===== src/rtl/dual_issue_ctrl_pkg.sv =====
// Shared types and constants for the dual-issue controller: register
// addressing, controller states and the scoreboard width.
package dual_issue_ctrl_pkg;

  typedef logic [4:0] reg_addr_t;

  typedef enum logic {
    RUN   = 1'b0,
    DRAIN = 1'b1
  } issue_state_t;

  localparam reg_addr_t REG_ZERO = 5'd0;
  localparam int        NUM_REGS = 32;

endpackage


===== src/rtl/issue_hazard.sv =====
// Scoreboard check for one issue slot: clear when no source, and no written
// destination, has a pending long-latency write. r0 is never considered busy.
module issue_hazard
  import dual_issue_ctrl_pkg::*;
(
  input  logic [NUM_REGS-1:0] i_busy_vec,
  input  logic                i_wen,
  input  reg_addr_t           i_rs,
  input  reg_addr_t           i_rt,
  input  reg_addr_t           i_rd,
  output logic                o_clear
);

  logic w_rs_busy;
  logic w_rt_busy;
  logic w_rd_busy;

  assign w_rs_busy = (i_rs != REG_ZERO) && i_busy_vec[i_rs];
  assign w_rt_busy = (i_rt != REG_ZERO) && i_busy_vec[i_rt];
  assign w_rd_busy = i_wen && (i_rd != REG_ZERO) && i_busy_vec[i_rd];

  assign o_clear = !w_rs_busy && !w_rt_busy && !w_rd_busy;

endmodule


===== src/rtl/dual_issue_ctrl.sv =====
// Dual-issue controller: slot A (master) and slot B (slave) issue grants
// against a long-latency scoreboard, with flush/drain handling.
module dual_issue_ctrl
  import dual_issue_ctrl_pkg::*;
#(
  parameter int DUAL_EN  = 1,
  parameter int LONG_MAX = 4
) (
  input  logic        clk,
  input  logic        rst,
  input  logic        a_valid,
  input  logic        a_wen,
  input  logic        a_long,
  input  reg_addr_t   a_rs,
  input  reg_addr_t   a_rt,
  input  reg_addr_t   a_rd,
  input  logic        b_valid,
  input  logic        b_wen,
  input  logic        b_long,
  input  reg_addr_t   b_rs,
  input  reg_addr_t   b_rt,
  input  reg_addr_t   b_rd,
  input  logic        ex_ready,
  input  logic        flush,
  input  logic        wb_a_en,
  input  logic        wb_b_en,
  input  reg_addr_t   wb_a_addr,
  input  reg_addr_t   wb_b_addr,
  output logic        issue_a,
  output logic        issue_b,
  output logic [31:0] busy_vec,
  output logic [2:0]  inflight,
  output logic        draining,
  output logic [31:0] stall_cnt
);

  localparam logic       DUAL = (DUAL_EN != 0);
  localparam logic [3:0] LMAX = 4'(LONG_MAX);

  issue_state_t        r_state;
  logic [NUM_REGS-1:0] r_busy_vec;
  logic [2:0]          r_inflight;
  logic [31:0]         r_stall_cnt;

  logic                w_a_clear;
  logic                w_b_clear;
  logic [3:0]          w_infl_ext;
  logic                w_a_long_ok;
  logic                w_b_long_ok;
  logic                w_b_raw;
  logic                w_b_waw;
  logic                w_issue_a;
  logic                w_issue_b;
  logic                w_a_long_iss;
  logic                w_b_long_iss;
  logic                w_wb_a_hit;
  logic                w_wb_b_hit;
  logic [2:0]          w_longs;
  logic [2:0]          w_wb_cnt;
  logic [2:0]          w_infl_sum;
  logic [2:0]          w_infl_next;
  logic [NUM_REGS-1:0] w_set;
  logic [NUM_REGS-1:0] w_clr;

  issue_hazard u_hazard_a (
    .i_busy_vec (r_busy_vec),
    .i_wen      (a_wen),
    .i_rs       (a_rs),
    .i_rt       (a_rt),
    .i_rd       (a_rd),
    .o_clear    (w_a_clear)
  );

  issue_hazard u_hazard_b (
    .i_busy_vec (r_busy_vec),
    .i_wen      (b_wen),
    .i_rs       (b_rs),
    .i_rt       (b_rt),
    .i_rd       (b_rd),
    .o_clear    (w_b_clear)
  );

  assign w_infl_ext  = {1'b0, r_inflight};
  assign w_a_long_ok = !a_long || (w_infl_ext < LMAX);
  // B's long op is counted behind A's, which has already been granted.
  assign w_b_long_ok = !b_long || ((w_infl_ext + {3'b000, a_long}) < LMAX);

  assign w_b_raw = a_wen && (a_rd != REG_ZERO) && ((a_rd == b_rs) || (a_rd == b_rt));
  // Same-rd short pairs are allowed: B's write lands last in the regfile.
  assign w_b_waw = a_wen && b_wen && (a_rd != REG_ZERO) && (a_rd == b_rd) && (a_long || b_long);

  assign w_issue_a = !rst && (r_state == RUN) && !flush && ex_ready && a_valid &&
                     w_a_clear && w_a_long_ok;
  assign w_issue_b = DUAL && w_issue_a && b_valid && w_b_clear && w_b_long_ok &&
                     !w_b_raw && !w_b_waw;

  assign w_a_long_iss = w_issue_a && a_long;
  assign w_b_long_iss = w_issue_b && b_long;

  // Writebacks only count against a pending entry; a duplicate port B hit is dropped.
  assign w_wb_a_hit = wb_a_en && (wb_a_addr != REG_ZERO) && r_busy_vec[wb_a_addr] &&
                      (r_inflight != 3'd0);
  assign w_wb_b_hit = wb_b_en && (wb_b_addr != REG_ZERO) && r_busy_vec[wb_b_addr] &&
                      (r_inflight != 3'd0) && !(w_wb_a_hit && (wb_b_addr == wb_a_addr));

  assign w_longs     = {2'b00, w_a_long_iss} + {2'b00, w_b_long_iss};
  assign w_wb_cnt    = {2'b00, w_wb_a_hit} + {2'b00, w_wb_b_hit};
  assign w_infl_sum  = r_inflight + w_longs;
  assign w_infl_next = (w_infl_sum > w_wb_cnt) ? (w_infl_sum - w_wb_cnt) : 3'd0;

  genvar gi;
  assign w_set[0] = 1'b0;
  assign w_clr[0] = 1'b0;
  generate
    for (gi = 1; gi < NUM_REGS; gi++) begin : g_sb
      assign w_set[gi] = (w_a_long_iss && a_wen && (a_rd == reg_addr_t'(gi))) ||
                         (w_b_long_iss && b_wen && (b_rd == reg_addr_t'(gi)));
      assign w_clr[gi] = (w_wb_a_hit && (wb_a_addr == reg_addr_t'(gi))) ||
                         (w_wb_b_hit && (wb_b_addr == reg_addr_t'(gi)));
    end
  endgenerate

  always_ff @(posedge clk) begin
    if (rst) begin
      r_state     <= RUN;
      r_busy_vec  <= '0;
      r_inflight  <= 3'd0;
      r_stall_cnt <= 32'd0;
    end else begin
      r_busy_vec <= (r_busy_vec & ~w_clr) | w_set;
      r_inflight <= w_infl_next;
      if (a_valid && !w_issue_a) begin
        r_stall_cnt <= r_stall_cnt + 32'd1;
      end
      case (r_state)
        RUN:     if (flush) r_state <= DRAIN;
        DRAIN:   if ((r_inflight == 3'd0) && !flush) r_state <= RUN;
        default: r_state <= RUN;
      endcase
    end
  end

  assign issue_a   = w_issue_a;
  assign issue_b   = w_issue_b;
  assign busy_vec  = r_busy_vec;
  assign inflight  = r_inflight;
  assign draining  = (r_state == DRAIN);
  assign stall_cnt = r_stall_cnt;

endmodule


===== config.mk =====
export PLATFORM = sky130hd
export DESIGN_NAME = dual_issue_ctrl
export DESIGN_NICKNAME = d
export VERILOG_FILES = /design/src/rtl/dual_issue_ctrl_pkg.sv /design/src/rtl/issue_hazard.sv /design/src/rtl/dual_issue_ctrl.sv
export SDC_FILE = /design/constraint.sdc
export NUM_CORES = 1
export LEC_CHECK = 0
export ABC_AREA = 1
export CAP_MARGIN = 20
export CORE_ASPECT_RATIO = 1.2
export CORE_MARGIN = 1
export CORE_UTILIZATION = 45
export DETAILED_ROUTE_END_ITERATION = 6
export MAX_ROUTING_LAYER = met4
export PLACE_DENSITY = 0.68
export RECOVER_POWER = 50
export SLEW_MARGIN = 20
export SYNTH_ARGS = -nofsm -noshare
export SYNTH_HDL_FRONTEND = slang
export SYNTH_SLANG_ARGS = --single-unit

===== constraint.sdc =====
create_clock -name clk -period 5.4 [get_ports clk]
set_clock_uncertainty 0.15 [all_clocks]
set_input_delay 1.08 -clock clk [delete_from_list [all_inputs] [get_ports clk]]
set_output_delay 1.08 -clock clk [all_outputs]
set_load 0.01 [all_outputs]

==> flow_metrics.tcl, run 1 <==
set metrics [dict create \
    status "finished, violations left" \
    violations "max-capacitance violations, max-slew violations" \
    nets 1693 \
    drtIter0Drc 1418 \
    dieWidth_um 124 \
    mostFrequentLayoutCells "470 x nand2_1, 253 x nor2_1, 181 x nand3_1, 165 x inv_1, 69 x nor3_1" \
    ys_seq_elements 67 \
    fmax_mhz 198 \
    maxCapViolCount 1 \
    ys_warn_count 0 \
    clkTransAtPathRegs_ps 60 \
    swShare_pct 31.8 \
    synth-seq-area-share_pct 16.7 \
    fp.dieH_um 148 \
    cts_sinks 67 \
    initial_core_util_pct 45.9 \
    synth_top_family_by_area "simple AND/OR/NAND/NOR gates" \
    setup_viol 0 \
    cts_setup_buffers 0 \
    timing.final.max_slew_violations 52 \
    drive_above_1_share_pct 4.39 \
    grt_overflow 0 \
    p_switching_uw 469 \
    arrival_ps 3820 \
    finalWirelength_mm 36.8 \
    dp_hpwl_mm 27.0 \
    syn-instance-count 1552 \
    cts_hold_buf 0 \
    worst_skew_pair.late_latency_ps 340 \
    crit_path_max_fanout 16 \
    synth-compound-area-share_pct 10.0 \
    required_ps 4170 \
    cts_tree "built" \
    finalHoldViolations 0 \
    worstSetupPathType "in -> out" \
    gp_congestion 1.02 \
    intPower_mw 1.01 \
    vias_per_cell 5.79 \
    grt_max_degree 52 \
    synthXorXnorAreaFrac_pct 2.62 \
    drc_errors 0 \
    finalSetupTns_ps 0 \
    syn_area_um2 8030 \
    final.min_clock_period_ps 5050 \
    firstDrtPassIters 7 \
    port_buffers 120 \
    grt_usage_pct 41.2 \
    slew_headroom_pct -61.0 \
    synth_cell_type_count 41 \
    die-area_um2 18400 \
    cts_made_buffers 9 \
    synth_area_per_cell_um2 5.17 \
    cts_max_path_buffers 2 \
    final_common_cell "nand2_1" \
    cts_resized 0 \
    synth.area.mux_share_pct 0 \
    critPathCaptureType "output port" \
    period_share_pct 93.4 \
    finalPower_mw 1.47 \
    antenna_left 0 \
    slowest_stage "clkdlybuf4s50_1" \
    worst_path_most_repeated_cell "nand2_1" \
    max_stage_delay_ps 800 \
    wl_per_cell_um 19.8 \
    powerDensity_nw_per_um2 153 \
    rsz0062_at_grt "false" \
    peakVddDrop_mv 0.155 \
    syn_to_final_growth_pct 20.3 \
    seqPwrFrac_pct 33.8 \
    grt_pass1_vias 9575 \
    io_pins 122 \
    syn_nets 1611 \
    synthAdderAreaFrac_pct 1.28 \
    grt_pass1_wl_mm 54.9 \
    synthSimpleGateAreaFrac_pct 55.8 \
    vias 10800 \
    path_cells "clkdlybuf4s50_1 > inv_2 > nand2_1 > nand2_1 > nand2_1 > nand2_1 > nand2_1 > nand2_1 > inv_1 > nand2_1 > a21oi_2 > nand2_2 > nor2_8 > inv_1 > nor3_2 > clkdlybuf4s50_1" \
    placementRows 53 \
    cp-start-kind "primary input" \
    power.share.clock_pct 45.5 \
    antenna_found_initial 0 \
    core_area_um2 17500 \
    leakage_nw 4.40 \
    worst_slew_pin_slew_ps 2410 \
    hold_path.class "reg -> reg" \
    power_frac_comb_pct 20.7 \
    h-tree-depth 3 \
    cts_root_buf "clkbuf_16" \
]
cell type report:
cell class	count	area, um2
clock buffer	9	225
multi-input combinational	1226	5610
antenna	1	2.50
clock inverter	7	105
fill	1912	7850
inverter	178	668
sequential	67	1340
tap	220	275
timing repair buffer	152	1430
stage by stage:
step                      hold slack [ps]  setup WS [ps]  area, um2  utilization [%]  cells
after floorplan                       350           1060       8030                -   1552
final                                 353            354       9660             55.2   1860
after global placement                331            358       9330             53.3   1843
after CTS                             351            356       9660             55.2   1859
after global routing                  365            114       9660             55.2   1859
after detailed placement              339            372       9330             53.3   1843
worst max-delay path, delay by kind of cell:
kind                   cells  cell delay, ps
AND/OR/NAND/NOR           10             860
buffers and inverters      5            1680
AO/OA/AOI/OAI              1             190
cell families (layout without fill, tap and decap cells):
kind of cell | count (synthesis) | count (layout)
compound gates | 146 | 146
flops | 67 | 67
other cells | 1 | 2
fa+ha+maj | 7 | 7
xor+xnor | 24 | 24
buf+inv | 259 | 346
simple gates | 1048 | 1048
per-layer routing:
layer / GRT usage (%) / routed length [um]
met5: - / 0
met2: 65.0 / 16900
met3: 7.52 / 3800
met1: 48.6 / 13800
met4: 24.0 / 2290
cells in the mapped netlist:
cell type  count  share of area [%]
xor2_1        17                1.9
a21oi_1       48                3.0
inv_1        165                7.7
o2111ai_1      1               0.11
nand2_2        4               0.31
nor2_1       254                 12
conb_1         1              0.047
nor3_2         1               0.12
nor3b_1        2               0.19
o22ai_1       22                1.7
xnor2_1        7               0.76
nor2_8         2               0.50
nor3_1        69                4.3
ha_1           5               0.78
buf_2         35                2.2
a21oi_2        1               0.11
nand2_1      470                 22
a31oi_1        1              0.078
nand3b_1       1              0.094
clkinv_1       7               0.33
nor2_2         7               0.55
o21a_1         1              0.094
fa_1           2               0.50
buf_6          4               0.56
nand4_1       47                3.7
dfxtp_1       67                 17
and2_1         1              0.078
o21ai_1        2               0.12
buf_1          1              0.047
clkbuf_1      31                1.4
a22oi_1        2               0.19
buf_4         10               0.93
o21ai_0       57                3.6
inv_2          6               0.28
nand3_1      181                 11
nor4_1         7               0.55
o211a_1        1               0.12
o211ai_1       9               0.84
nand4_4        1               0.26
nand3_2        1               0.12
o21bai_1       1              0.094
power groups by stage:
| stage | Combinational (mW) | Clock, mW | Sequential (mW) |
|---|---|---|---|
| 5_1_grt | 0.329 | 0.693 | 0.498 |
| 4_1_cts | 0.299 | 0.681 | 0.498 |
| 6_report | 0.305 | 0.671 | 0.498 |
| 2_1_floorplan | 0.182 | 0 | 0.510 |
| 3_3_place_gp | 0.298 | 0 | 0.509 |
| 3_5_place_dp | 0.297 | 0 | 0.510 |
worst paths after layout:
| kind | start | endpoint | slack [ps] | cells past startpoint |
|---|---|---|---|---|
| max reg2reg | busy_vec[26]$_SDFF_PP0_ | inflight[2]$_SDFF_PP0_ | 1590 | 22 |
| min reg2reg | stall_cnt[31]$_SDFFE_PP0P_ | stall_cnt[31]$_SDFFE_PP0P_ | 350 | 2 |
| max | a_rt[0] | issue_b | 350 | 16 |
| min | stall_cnt[31]$_SDFFE_PP0P_ | stall_cnt[31]$_SDFFE_PP0P_ | 350 | 2 |
state kept, by name (all words and copies together), names as in the netlist:
name,cells
busy_vec,31
inflight,3
draining,1
stall_cnt,32
Power figures use the tool's default switching activity.
==> run 2, diff against run 1 <==
CORE_MARGIN = 2   (was 1)
clock period = 4.8 ns   (was 5.4 ns; I/O delays follow)
==> run 2 against run 1 <==
  * The run ends with design-rule violations, max-capacitance violations, max-slew violations left
  * Non-clock buffer count up 17
  * Register-to-register slack worse by 480 ps
  * Flip-flop and latch count did not move
  * Clock-buffer cell count up 1
  * Final cell count is 0.91% higher
  * Cell area rose by 1.2%
  * Critical path type unchanged
  * Setup slack worse by 210 ps
  * Sequential power up 13%
==> flow_metrics.tcl, run 2 (synthesis gave the netlist of run 1 again) <==
set metrics [dict create \
    hold_path.class "reg -> reg" \
    cts_max_path_buffers 2 \
    cts_made_buffers 9 \
    final_util_pct 55.8 \
    max_stage_delay_ps 690 \
    drtIter0Drc 1094 \
    status "finished, violations left" \
    dieWidth_um 126 \
    drive_above_1_share_pct 5.25 \
    ff2ff_setup_slack_ps 1110 \
    grt_max_degree 52 \
    cts_tree "built" \
    cts_resized 0 \
    crit_path_max_fanout 8 \
    largest_register_ffs 32 \
    path_cells "clkdlybuf4s50_1 > inv_1 > nor2_1 > nand2_1 > nand3_1 > nand2_1 > nand2_1 > nor2_1 > nand2_1 > nand3_1 > nand2_1 > nor3_2 > clkdlybuf4s50_1" \
    mostFrequentLayoutCells "470 x nand2_1, 253 x nor2_1, 181 x nand3_1, 165 x inv_1, 69 x nor3_1" \
    grt_usage_pct 38.4 \
    dp_hpwl_mm 27.6 \
    port_buffers 120 \
    worst_slew_pin_slew_ps 2430 \
    final.min_clock_period_ps 4650 \
    slew_headroom_pct -61.9 \
    vias 10800 \
    firstDrtPassIters 7 \
    worst_path_most_repeated_cell "nand2_1" \
    finalHoldViolations 0 \
    required_ps 3690 \
    critPathCaptureType "output port" \
    leakage_nw 4.48 \
    powerDensity_nw_per_um2 163 \
    setup_slack_ps 149 \
    worstSetupPathType "in -> out" \
    power.share.clock_pct 42.7 \
    swShare_pct 31.7 \
    maxCapViolCount 1 \
    final_common_cell "nand2_1" \
    wl_per_cell_um 19.5 \
    io_pins 122 \
    rsz0062_at_grt "false" \
    whs_ps 335 \
    power_frac_comb_pct 22.0 \
    cts_root_buf "clkbuf_16" \
    peakVddDrop_mv 0.153 \
    p_switching_uw 503 \
    core_area_um2 17500 \
    setup_viol 0 \
    worst_skew_pair.late_latency_ps 340 \
    cts_sinks 67 \
    period_share_pct 96.9 \
    grt_pass1_vias 9641 \
    fmax_mhz 215 \
    die-area_um2 18900 \
    syn_to_final_growth_pct 21.7 \
    critPathTopFamily "buffers and inverters" \
    antenna_left 0 \
    nets 1710 \
    h-tree-depth 3 \
    gp_congestion 1.06 \
    crit_buf_inv 3 \
    dp_slack_ps 107 \
    cts_setup_buffers 0 \
    seqPwrFrac_pct 35.3 \
    antenna_found_initial 1 \
    violations "design-rule violations, max-capacitance violations, max-slew violations" \
    grt_pass1_wl_mm 54.6 \
    grt_overflow 0 \
    fp.dieH_um 150 \
    drc_errors 1 \
    clkTransAtPathRegs_ps 60 \
    vias_per_cell 5.73 \
    cts_hold_buf 0 \
    cp-start-kind "primary input" \
    timing.final.max_slew_violations 52 \
    intPower_mw 1.08 \
    initial_core_util_pct 45.9 \
    slowest_stage "clkdlybuf4s50_1" \
    arrival_ps 3540 \
    placementRows 53 \
    finalSetupTns_ps 0 \
    finalWirelength_mm 36.6 \
]
-- run 2: cell count changes in the layout (fill, tap and decap cells not counted), sizes merged --
cell	change
dlygate4sd3	-1
dlymetal6s2s	+1
bufinv	-1
clkinv	+1
clkinvlp	+1
buf	+16
clkbuf	+2
inv	-2
-- run 2: power groups by stage --
stage / clock [mW] / sequential (mW) / combinational, mW
2_1_floorplan: 0 / 0.574 / 0.205
3_3_place_gp: 0 / 0.573 / 0.341
3_5_place_dp: 0 / 0.573 / 0.341
4_1_cts: 0.687 / 0.561 / 0.343
5_1_grt: 0.709 / 0.561 / 0.377
6_report: 0.677 / 0.561 / 0.349
-- run 2: path summary, 6_finish.rpt --
check / from / end / depth (start not counted)
max: b_rd[1] / issue_b / 13
min: stall_cnt[30]$_SDFFE_PP0P_ / stall_cnt[30]$_SDFFE_PP0P_ / 2
max reg2reg: busy_vec[2]$_SDFF_PP0_ / inflight[2]$_SDFF_PP0_ / 24
min reg2reg: stall_cnt[30]$_SDFFE_PP0P_ / stall_cnt[30]$_SDFFE_PP0P_ / 2
-- run 2: final cells by class --
cell class,count,area (um2)
Inverter,178,668
Timing Repair Buffer,169,1570
Clock inverter,6,73.8
Fill cell,1947,7740
Tap cell,220,275
Sequential cell,67,1340
Clock buffer,10,229
Antenna cell,1,2.50
Multi-Input combinational cell,1226,5610
-- run 2: metrics by stage --
stage | total power, mW | cells | area, um2
floorplan | 0.779 | 1552 | 8030
global placement | 0.914 | 1860 | 9470
detailed placement | 0.915 | 1860 | 9470
CTS | 1.59 | 1876 | 9770
global route | 1.65 | 1877 | 9770
finish | 1.59 | 1877 | 9770
-- run 2: metal layers --
metal  up-vias  GRT usage (%)  wire length [um]
met5         -              -                 0
met2       614           63.0             16800
met1      4802           44.5             13700
met4         0           22.8              2690
li1       5187              -                 -
met3       161           6.18              3500
-- run 2: tightest hold or removal path, stage by stage, from the launching register on --
cell     delay (ps)
dfxtp_1         320
nand2_1          60
a21oi_1          50
==> run 3, diff against run 2 <==
CTS_CLUSTER_DIAMETER = 60   (was default)
GPL_ROUTABILITY_DRIVEN = 1   (was default)
==> results of run 3 <==
No change in the layout: final DEF, timing and power equal those of run 2.
